==> src/rtl/alu_multicycle.sv <==
// rtl/alu_multicycle.sv - multicycle ALU with restoring divider and valid/ready handshake
// Single-cycle ops finish on the accept edge; DIV/MOD run one quotient bit per cycle.
module alu_multicycle #(
  parameter int BITS_DATA = 32,
  parameter int DIV_STEPS = BITS_DATA
) (
  input  logic                 clk,
  input  logic                 reset,
  input  logic                 in_valid,
  output logic                 in_ready,
  input  logic [4:0]           opcode,
  input  logic [BITS_DATA-1:0] operando_a,
  input  logic [BITS_DATA-1:0] operando_b,
  output logic                 out_valid,
  input  logic                 out_ready,
  output logic [BITS_DATA-1:0] resultado,
  output logic                 C,
  output logic                 S,
  output logic                 O,
  output logic                 Z,
  output logic                 err
);

  localparam logic [4:0] OP_NOP = 5'd0;
  localparam logic [4:0] OP_HLT = 5'd1;
  localparam logic [4:0] OP_NOT = 5'd2;
  localparam logic [4:0] OP_AND = 5'd3;
  localparam logic [4:0] OP_OR  = 5'd4;
  localparam logic [4:0] OP_XOR = 5'd5;
  localparam logic [4:0] OP_NEG = 5'd6;
  localparam logic [4:0] OP_ADD = 5'd7;
  localparam logic [4:0] OP_SUB = 5'd8;
  localparam logic [4:0] OP_MUL = 5'd9;
  localparam logic [4:0] OP_DIV = 5'd10;
  localparam logic [4:0] OP_MOD = 5'd11;

  localparam int CW = $clog2(DIV_STEPS + 1);
  localparam logic [CW-1:0] LAST_STEP = CW'(DIV_STEPS - 1);

  typedef enum logic [1:0] {ST_IDLE = 2'd0, ST_DIV = 2'd1, ST_DONE = 2'd2} state_t;

  state_t state_q, state_d;
  logic [BITS_DATA-1:0] res_q, res_d;
  logic                 c_q, c_d, s_q, s_d, o_q, o_d, z_q, z_d, err_q, err_d;
  logic [BITS_DATA-1:0] quo_q, quo_d, rem_q, rem_d, dvs_q, dvs_d;
  logic                 is_mod_q, is_mod_d;
  logic [CW-1:0]        cnt_q, cnt_d;

  logic                   accept, is_div_op, div_by_zero, rem_ge;
  logic [BITS_DATA:0]     rem_sh, add_full;
  logic [BITS_DATA-1:0]   rem_step, quo_step, sub_res;
  logic [2*BITS_DATA-1:0] prod;

  // One restoring-division step: shift in the next dividend bit, subtract if it fits.
  always_comb begin
    rem_sh   = {rem_q, quo_q[BITS_DATA-1]};
    rem_ge   = rem_sh >= {1'b0, dvs_q};
    rem_step = rem_ge ? BITS_DATA'(rem_sh - {1'b0, dvs_q}) : rem_sh[BITS_DATA-1:0];
    quo_step = {quo_q[BITS_DATA-2:0], rem_ge};
  end

  always_comb begin
    accept      = in_valid && (state_q == ST_IDLE);
    is_div_op   = (opcode == OP_DIV) || (opcode == OP_MOD);
    div_by_zero = (operando_b == '0);
    add_full    = {1'b0, operando_a} + {1'b0, operando_b};
    sub_res     = operando_a - operando_b;
    prod        = {{BITS_DATA{1'b0}}, operando_a} * {{BITS_DATA{1'b0}}, operando_b};
  end

  always_comb begin
    state_d = state_q;
    case (state_q)
      ST_IDLE: if (accept) state_d = (is_div_op && !div_by_zero) ? ST_DIV : ST_DONE;
      ST_DIV:  if (cnt_q == LAST_STEP) state_d = ST_DONE;
      ST_DONE: if (out_ready) state_d = ST_IDLE;
      default: state_d = ST_IDLE;
    endcase
  end

  always_comb begin
    res_d    = res_q;
    c_d      = c_q;
    o_d      = o_q;
    err_d    = err_q;
    quo_d    = quo_q;
    rem_d    = rem_q;
    dvs_d    = dvs_q;
    is_mod_d = is_mod_q;
    cnt_d    = cnt_q;
    if (accept) begin
      res_d = '0;
      c_d   = 1'b0;
      o_d   = 1'b0;
      err_d = 1'b0;
      case (opcode)
        OP_NOP, OP_HLT: res_d = '0;
        OP_NOT: res_d = ~operando_a;
        OP_AND: res_d = operando_a & operando_b;
        OP_OR:  res_d = operando_a | operando_b;
        OP_XOR: res_d = operando_a ^ operando_b;
        OP_NEG: begin
          res_d = '0 - operando_a;
          c_d   = (operando_a != '0);
          o_d   = (operando_a == {1'b1, {(BITS_DATA-1){1'b0}}});
        end
        OP_ADD: begin
          {c_d, res_d} = add_full;
          o_d = (operando_a[BITS_DATA-1] == operando_b[BITS_DATA-1]) &&
                (add_full[BITS_DATA-1] != operando_a[BITS_DATA-1]);
        end
        OP_SUB: begin
          res_d = sub_res;
          c_d   = (operando_a < operando_b);
          o_d   = (operando_a[BITS_DATA-1] != operando_b[BITS_DATA-1]) &&
                  (sub_res[BITS_DATA-1] != operando_a[BITS_DATA-1]);
        end
        OP_MUL: begin
          res_d = prod[BITS_DATA-1:0];
          o_d   = |prod[2*BITS_DATA-1:BITS_DATA];
        end
        OP_DIV, OP_MOD: begin
          if (div_by_zero) begin
            res_d = (opcode == OP_DIV) ? '1 : operando_a;
            err_d = 1'b1;
          end else begin
            quo_d    = operando_a;
            rem_d    = '0;
            dvs_d    = operando_b;
            is_mod_d = (opcode == OP_MOD);
            cnt_d    = '0;
          end
        end
        default: err_d = 1'b1;
      endcase
    end else if (state_q == ST_DIV) begin
      quo_d = quo_step;
      rem_d = rem_step;
      cnt_d = cnt_q + 1'b1;
      if (cnt_q == LAST_STEP) res_d = is_mod_q ? rem_step : quo_step;
    end
    s_d = res_d[BITS_DATA-1];
    z_d = (res_d == '0);
  end

  always_ff @(posedge clk) begin
    if (reset) begin
      state_q  <= ST_IDLE;
      res_q    <= '0;
      c_q      <= 1'b0;
      s_q      <= 1'b0;
      o_q      <= 1'b0;
      z_q      <= 1'b1;
      err_q    <= 1'b0;
      quo_q    <= '0;
      rem_q    <= '0;
      dvs_q    <= '0;
      is_mod_q <= 1'b0;
      cnt_q    <= '0;
    end else begin
      state_q  <= state_d;
      res_q    <= res_d;
      c_q      <= c_d;
      s_q      <= s_d;
      o_q      <= o_d;
      z_q      <= z_d;
      err_q    <= err_d;
      quo_q    <= quo_d;
      rem_q    <= rem_d;
      dvs_q    <= dvs_d;
      is_mod_q <= is_mod_d;
      cnt_q    <= cnt_d;
    end
  end

  always_comb begin
    in_ready  = (state_q == ST_IDLE);
    out_valid = (state_q == ST_DONE);
    resultado = res_q;
    C         = c_q;
    S         = s_q;
    O         = o_q;
    Z         = z_q;
    err       = err_q;
  end

endmodule
==> config.mk <==
export PLATFORM = sky130hd
export DESIGN_NAME = alu_multicycle
export DESIGN_NICKNAME = d
export VERILOG_FILES = /design/src/rtl/alu_multicycle.sv
export SDC_FILE = /design/constraint.sdc
export NUM_CORES = 2
export LEC_CHECK = 0
export ABC_AREA = 1
export BUFFER_PORTS_ARGS = -buffer_cell sky130_fd_sc_hd__buf_2
export CAP_MARGIN = 20
export CORE_ASPECT_RATIO = 0.7
export CORE_UTILIZATION = 41
export DETAILED_ROUTE_END_ITERATION = 12
export PLACE_DENSITY = 0.59
export SETUP_SLACK_MARGIN = 0.2
export SLEW_MARGIN = 15
export SYNTH_ARGS = -nofsm -noshare
export SYNTH_HDL_FRONTEND = slang
export SYNTH_SLANG_ARGS = --single-unit
==> constraint.sdc <==
create_clock -name clk -period 7.1 [get_ports clk]
set_clock_uncertainty 0.1 [all_clocks]
set_input_delay 0.71 -clock clk [delete_from_list [all_inputs] [get_ports clk]]
set_output_delay 0.71 -clock clk [all_outputs]
set_load 0.05 [all_outputs]
After elaboration in Yosys (flattened, before gate mapping)
Cells that the tools add are included.
W data, S select, Z words.
- register bits after elaboration: 142
- add/subtract/negate cells: 5
- multipliers: 1
- magnitude comparators: 2
- eq/ne operators: 24
- mux-type cells: 29
- bitwise gates (word level): 5
- reductions and logical operators: 18
- operator list (kind ; number):
    $mux W32 ; 15
    $pmux W32 S9 ; 1
    $logic_not A32 Y1 ; 2
    $mul A32 B32 Y64 ; 1
    $sub A32 B32 Y32 ; 2
    $add A32 B32 Y33 ; 1
    $ge A33 B32 Y1 ; 1
    $and A32 B32 Y32 ; 1
    $eq A32 B32 Y1 const B ; 1
    $lt A32 B32 Y1 ; 1
    $not A32 Y32 ; 1
    $or A32 B32 Y32 ; 1
    $reduce_bool A32 Y1 ; 1
    $reduce_or A32 Y1 ; 1
    $sub A1 B32 Y32 const A ; 1
    $xor A32 B32 Y32 ; 1
    $mux W6 ; 4
    $eq A5 B3 Y1 const B ; 4
    $eq A5 B4 Y1 const B ; 4
    $eq A5 B2 Y1 const B ; 2
    $reduce_or A10 Y1 ; 1
    $reduce_and A3 Y1 ; 3
    $mux W2 ; 4
    $add A6 B1 Y6 const B ; 1
    other kinds (21) ; 29

Logic depth before layout (Yosys ltp)
- word-level depth: 7
- mapped depth: 41

Least setup slack after synthesis
OpenSTA, ideal clock, no wires.
- path type: in2reg
- start point: in operando_a[15]
- end point: reg o_q (netlist: O)
- arrival time: 7.118 ns
- setup slack: -0.250 ns
- cell stages on the path: 33
- cell sequence: clkbuf_1 buf_1 nand2_1 inv_1 fa_1 fa_1 inv_1 fa_1 fa_1 fa_1 inv_1 fa_1 fa_1 fa_1 ha_1 nand2_1 inv_1 a21oi_1 inv_1 a21oi_1 nand3_1 nand3_1 nand2_1 nand2_1 nand2_1 nor2_1 nand2_1 nor2_1 nand3_1 nand2_1 nand2_1 nand2_1 a21oi_1
- word-level cells in the longest chain between the ends: 4
- elaborated cells between the ends (all ways): 10
- classes of those cells: add/sub (2); mul (1); eq/ne (3); mux (1); reduce/logical (3)
- RTL lines (item ; line ; source):
    from (decl) ; 12 ; input logic [BITS_DATA-1:0] operando_a,
    branches (longest 3 deep; another with $mul A32 B32 Y64) ; n/a ;
    $pmux W1 S4 (*) ; 96 ; case (opcode)
    to (signal assigned) ; 152 ; o_q <= 1'b0;
    to (signal assigned) ; 165 ; o_q <= o_d;
    to (decl) ; 44 ; logic c_q, c_d, s_q, s_d, o_q, o_d, z_q, z_d, err_q, err_d;
Mark *: on every way between the ends.
A chain may end at the register's enable or synchronous reset.

Worst setup path in the final report
- start point: in operando_a[24]
- end point: reg o_q (netlist: O)
Same word-level chain as after synthesis.

==> results.json <==
{
  "crit_path_top_delay_cell": "fa_1",
  "first_pass_iters": 9,
  "nNetsFinal": 9840,
  "tightest_slew_ps": 1290,
  "grt-ovfl-total": 0,
  "drcViolationCount": 0,
  "setup_violations": 6,
  "cts_tree": "yes",
  "cts_sinks": 141,
  "ios": 112,
  "clockBufferDepth": 2,
  "cp_num_buf_inv": 8,
  "min_period_ps": 7410,
  "layout_setup_ws_ps": -314,
  "h-tree-depth": 4,
  "yosys_warnings": 0,
  "fin_crit_sh": 1.04,
  "critPathMaxStageDelay_ps": 570,
  "place.gp.congestion": 1.11,
  "pre_cts_slack_ps": -1310,
  "drt_iter0_markers": 6742,
  "drv_cap": 0,
  "drive_above_1_share": 0.154,
  "root_buffer": "clkbuf_16",
  "synth_nets": 9416,
  "max_freq_mhz": 135,
  "yosys_most_used_dff": "dfxtp_1",
  "crit_fanout": 16,
  "finalHoldViolCount": 0,
  "cts_buffers": 17,
  "vias": 53300,
  "cts_hold_buf": 0,
  "violations": "setup timing",
  "dp_hpwl_um": 197000,
  "clock_latency_ps": 470,
  "hold_class": "reg -> reg",
  "path_class": "in -> reg",
  "routedWlPerCell_um": 22.6,
  "totalWireLength_um": 231000,
  "crit_family": "adder cells",
  "status": "complete, but fails checks",
  "whs_ps": 363,
  "grt.total_usage": 0.353,
  "synth_cells": 8051,
  "slew_headroom": 0.130,
  "synth_edf_count": 0,
  "critPathRequiredTime_ps": 7340,
  "port_buffers": 111,
  "ys_seq_elements": 141,
  "syn_to_final_growth_pct": 19.6,
  "initial_core_util": 0.416,
  "cpMostUsedCell": "nand2_1",
  "synth_area_per_cell_um2": 6.56,
  "syn-cell-area_mm2": 0.0528,
  "antenna_found_initial": 14,
  "die_h_um": 302,
  "rows": 109,
  "grt_pass1_vias": 50900,
  "cp-end-kind": "flop",
  "synthArstFlopShare": 0,
  "dpl_cell_area_mm2": 0.0594,
  "grt_max_degree": 68,
  "ys_types": 54,
  "core_region_area_mm2": 0.127,
  "crit_arrival_ps": 7660,
  "maxSlewViolCount": 0,
  "rsz0062_at_grt": "yes",
  "start_kind": "primary input",
  "fp.dieW_um": 431,
  "viasPerCell": 5.21,
  "fillers": 12900,
  "design_area_mm2": 0.0632,
  "die_area_mm2": 0.130,
  "clk_pin_slew_ps": 70,
  "grt_first_pass_wirelength_um": 338000,
  "synth.yosys.seq_area_share": 0.0534,
  "ant_nets": 0
}
-- placed cells by master, fill, tap and decap left out, drive strengths merged, types with 12 or more instances in the layout --
cell type     n
o22ai        20
nor2        590
xnor2        12
buf         774
xor2         17
inv        2011
nand4        65
o21ai       182
clkbuf       30
diode        14
a21oi       288
o211ai       24
a31oi        40
ha          393
nand2      2501
nor3         57
nand3b       25
dfxtp       141
nand3       335
fa          899
o21bai       18
-- flip-flops by register name (all words and copies together), names as in the netlist --
name,count
dvs_q,32
quo_q,32
rem_q,32
resultado,32
cnt_q,6
state_q,2
C,1
O,1
Z,1
err,1
is_mod_q,1
-- Yosys cell counts (2+ instances only) --
cell,number,share of area
buf_2,49,0.0046
nor3b_1,2,0.00028
ha_1,393,0.093
clkbuf_2,2,0.00019
inv_2,11,0.00078
clkbuf_1,270,0.019
a21oi_2,10,0.0017
xor2_1,17,0.0028
and3_1,2,0.00024
dfxtp_1,141,0.053
nor3_1,56,0.0053
buf_1,49,0.0035
o21ai_1,4,0.00038
and2_1,8,0.00095
nand2_1,2489,0.18
o221ai_1,2,0.00033
buf_4,3,0.00043
xnor2_1,12,0.0020
a211oi_1,3,0.00043
o211ai_1,24,0.0034
nor4_1,4,0.00047
nand4_1,65,0.0077
a21oi_1,278,0.026
a21o_1,3,0.00043
nor2_1,580,0.041
buf_6,8,0.0017
a21boi_1,4,0.00057
a31oi_1,40,0.0047
o21bai_1,18,0.0026
o31ai_1,2,0.00028
nand3_1,331,0.031
clkinv_1,3,0.00021
inv_1,1999,0.14
o2111ai_1,2,0.00033
nand3b_1,25,0.0036
nand3_2,4,0.00076
nor2_2,9,0.0011
o22ai_1,20,0.0024
or2_2,9,0.0011
o21a_1,3,0.00043
o21ai_0,177,0.017
nand2_2,10,0.0012
fa_1,899,0.34
-- through the flow --
step	std cells	util	setup TNS [ps]
2_1_floorplan	8051	-	-8.91
3_3_place_gp	10100	0.467	-18840
3_5_place_dp	10100	0.467	-19320
4_1_cts	10200	0.486	-956
5_1_grt	10200	0.498	-2850
6_report	10200	0.498	-1010
-- kinds of logic after synthesis --
family	Yosys count	synth area share
buffers and inverters	2395	0.173
multiplexers	1	0.000189
flip-flops	141	0.0534
AO/OA/AOI/OAI	594	0.0617
adder cells (fa/ha/maj)	1292	0.434
XOR/XNOR	29	0.00481
AND/OR/NAND/NOR	3599	0.273
-- what timing repair did --
action	4_1_cts	5_1_grt
endpoints found under the setup margin	24	25
gates resized for setup	310	366
gates cloned	2	6
pin swaps	102	213
setup buffers	39	25
-- worst register-to-register path: cells and delay by family, from the launching register on --
kind            cells  cell delay [ps]
simple gates       19             3340
compound gates      1              180
buf+inv             1              160
fa+ha+maj           1              360
flops               1              350
-- worst paths after layout --
kind | start | to | slack [ps] | depth (start not counted)
max | operando_a[24] | O$_SDFFE_PP0P_ | -310 | 34
min | dvs_q[4]$_SDFFE_PP0P_ | dvs_q[4]$_SDFFE_PP0P_ | 360 | 2
max reg2reg | rem_q[10]$_SDFFE_PP0P_ | Z$_SDFF_PP1_ | 2530 | 22
min reg2reg | dvs_q[4]$_SDFFE_PP0P_ | dvs_q[4]$_SDFFE_PP0P_ | 360 | 2
-- per-layer routing --
metal  GRT usage  part of all wire  vias up
li1            -                 -    24400
met5      0.0314            0.0026        -
met2       0.465              0.38     2687
met4      0.0745             0.025        6
met3      0.0988              0.12      224
met1       0.553              0.47    26000
-- final cells by class --
type	instances	area (um^2)	share of cell area
Multi-Input combinational cell	5515	42800	0.677
Inverter	2013	7560	0.120
Timing Repair Buffer	787	7210	0.114
Sequential cell	141	2820	0.0447
Tap cell	1720	2150	0.0340
Clock buffer	17	425	0.00673
Clock inverter	15	219	0.00346
Antenna cell	14	35.0	0.000554
Power is left out: the tool's default activity adds up to more than one toggle a clock period on the data nets, which glitch-free logic cannot reach.
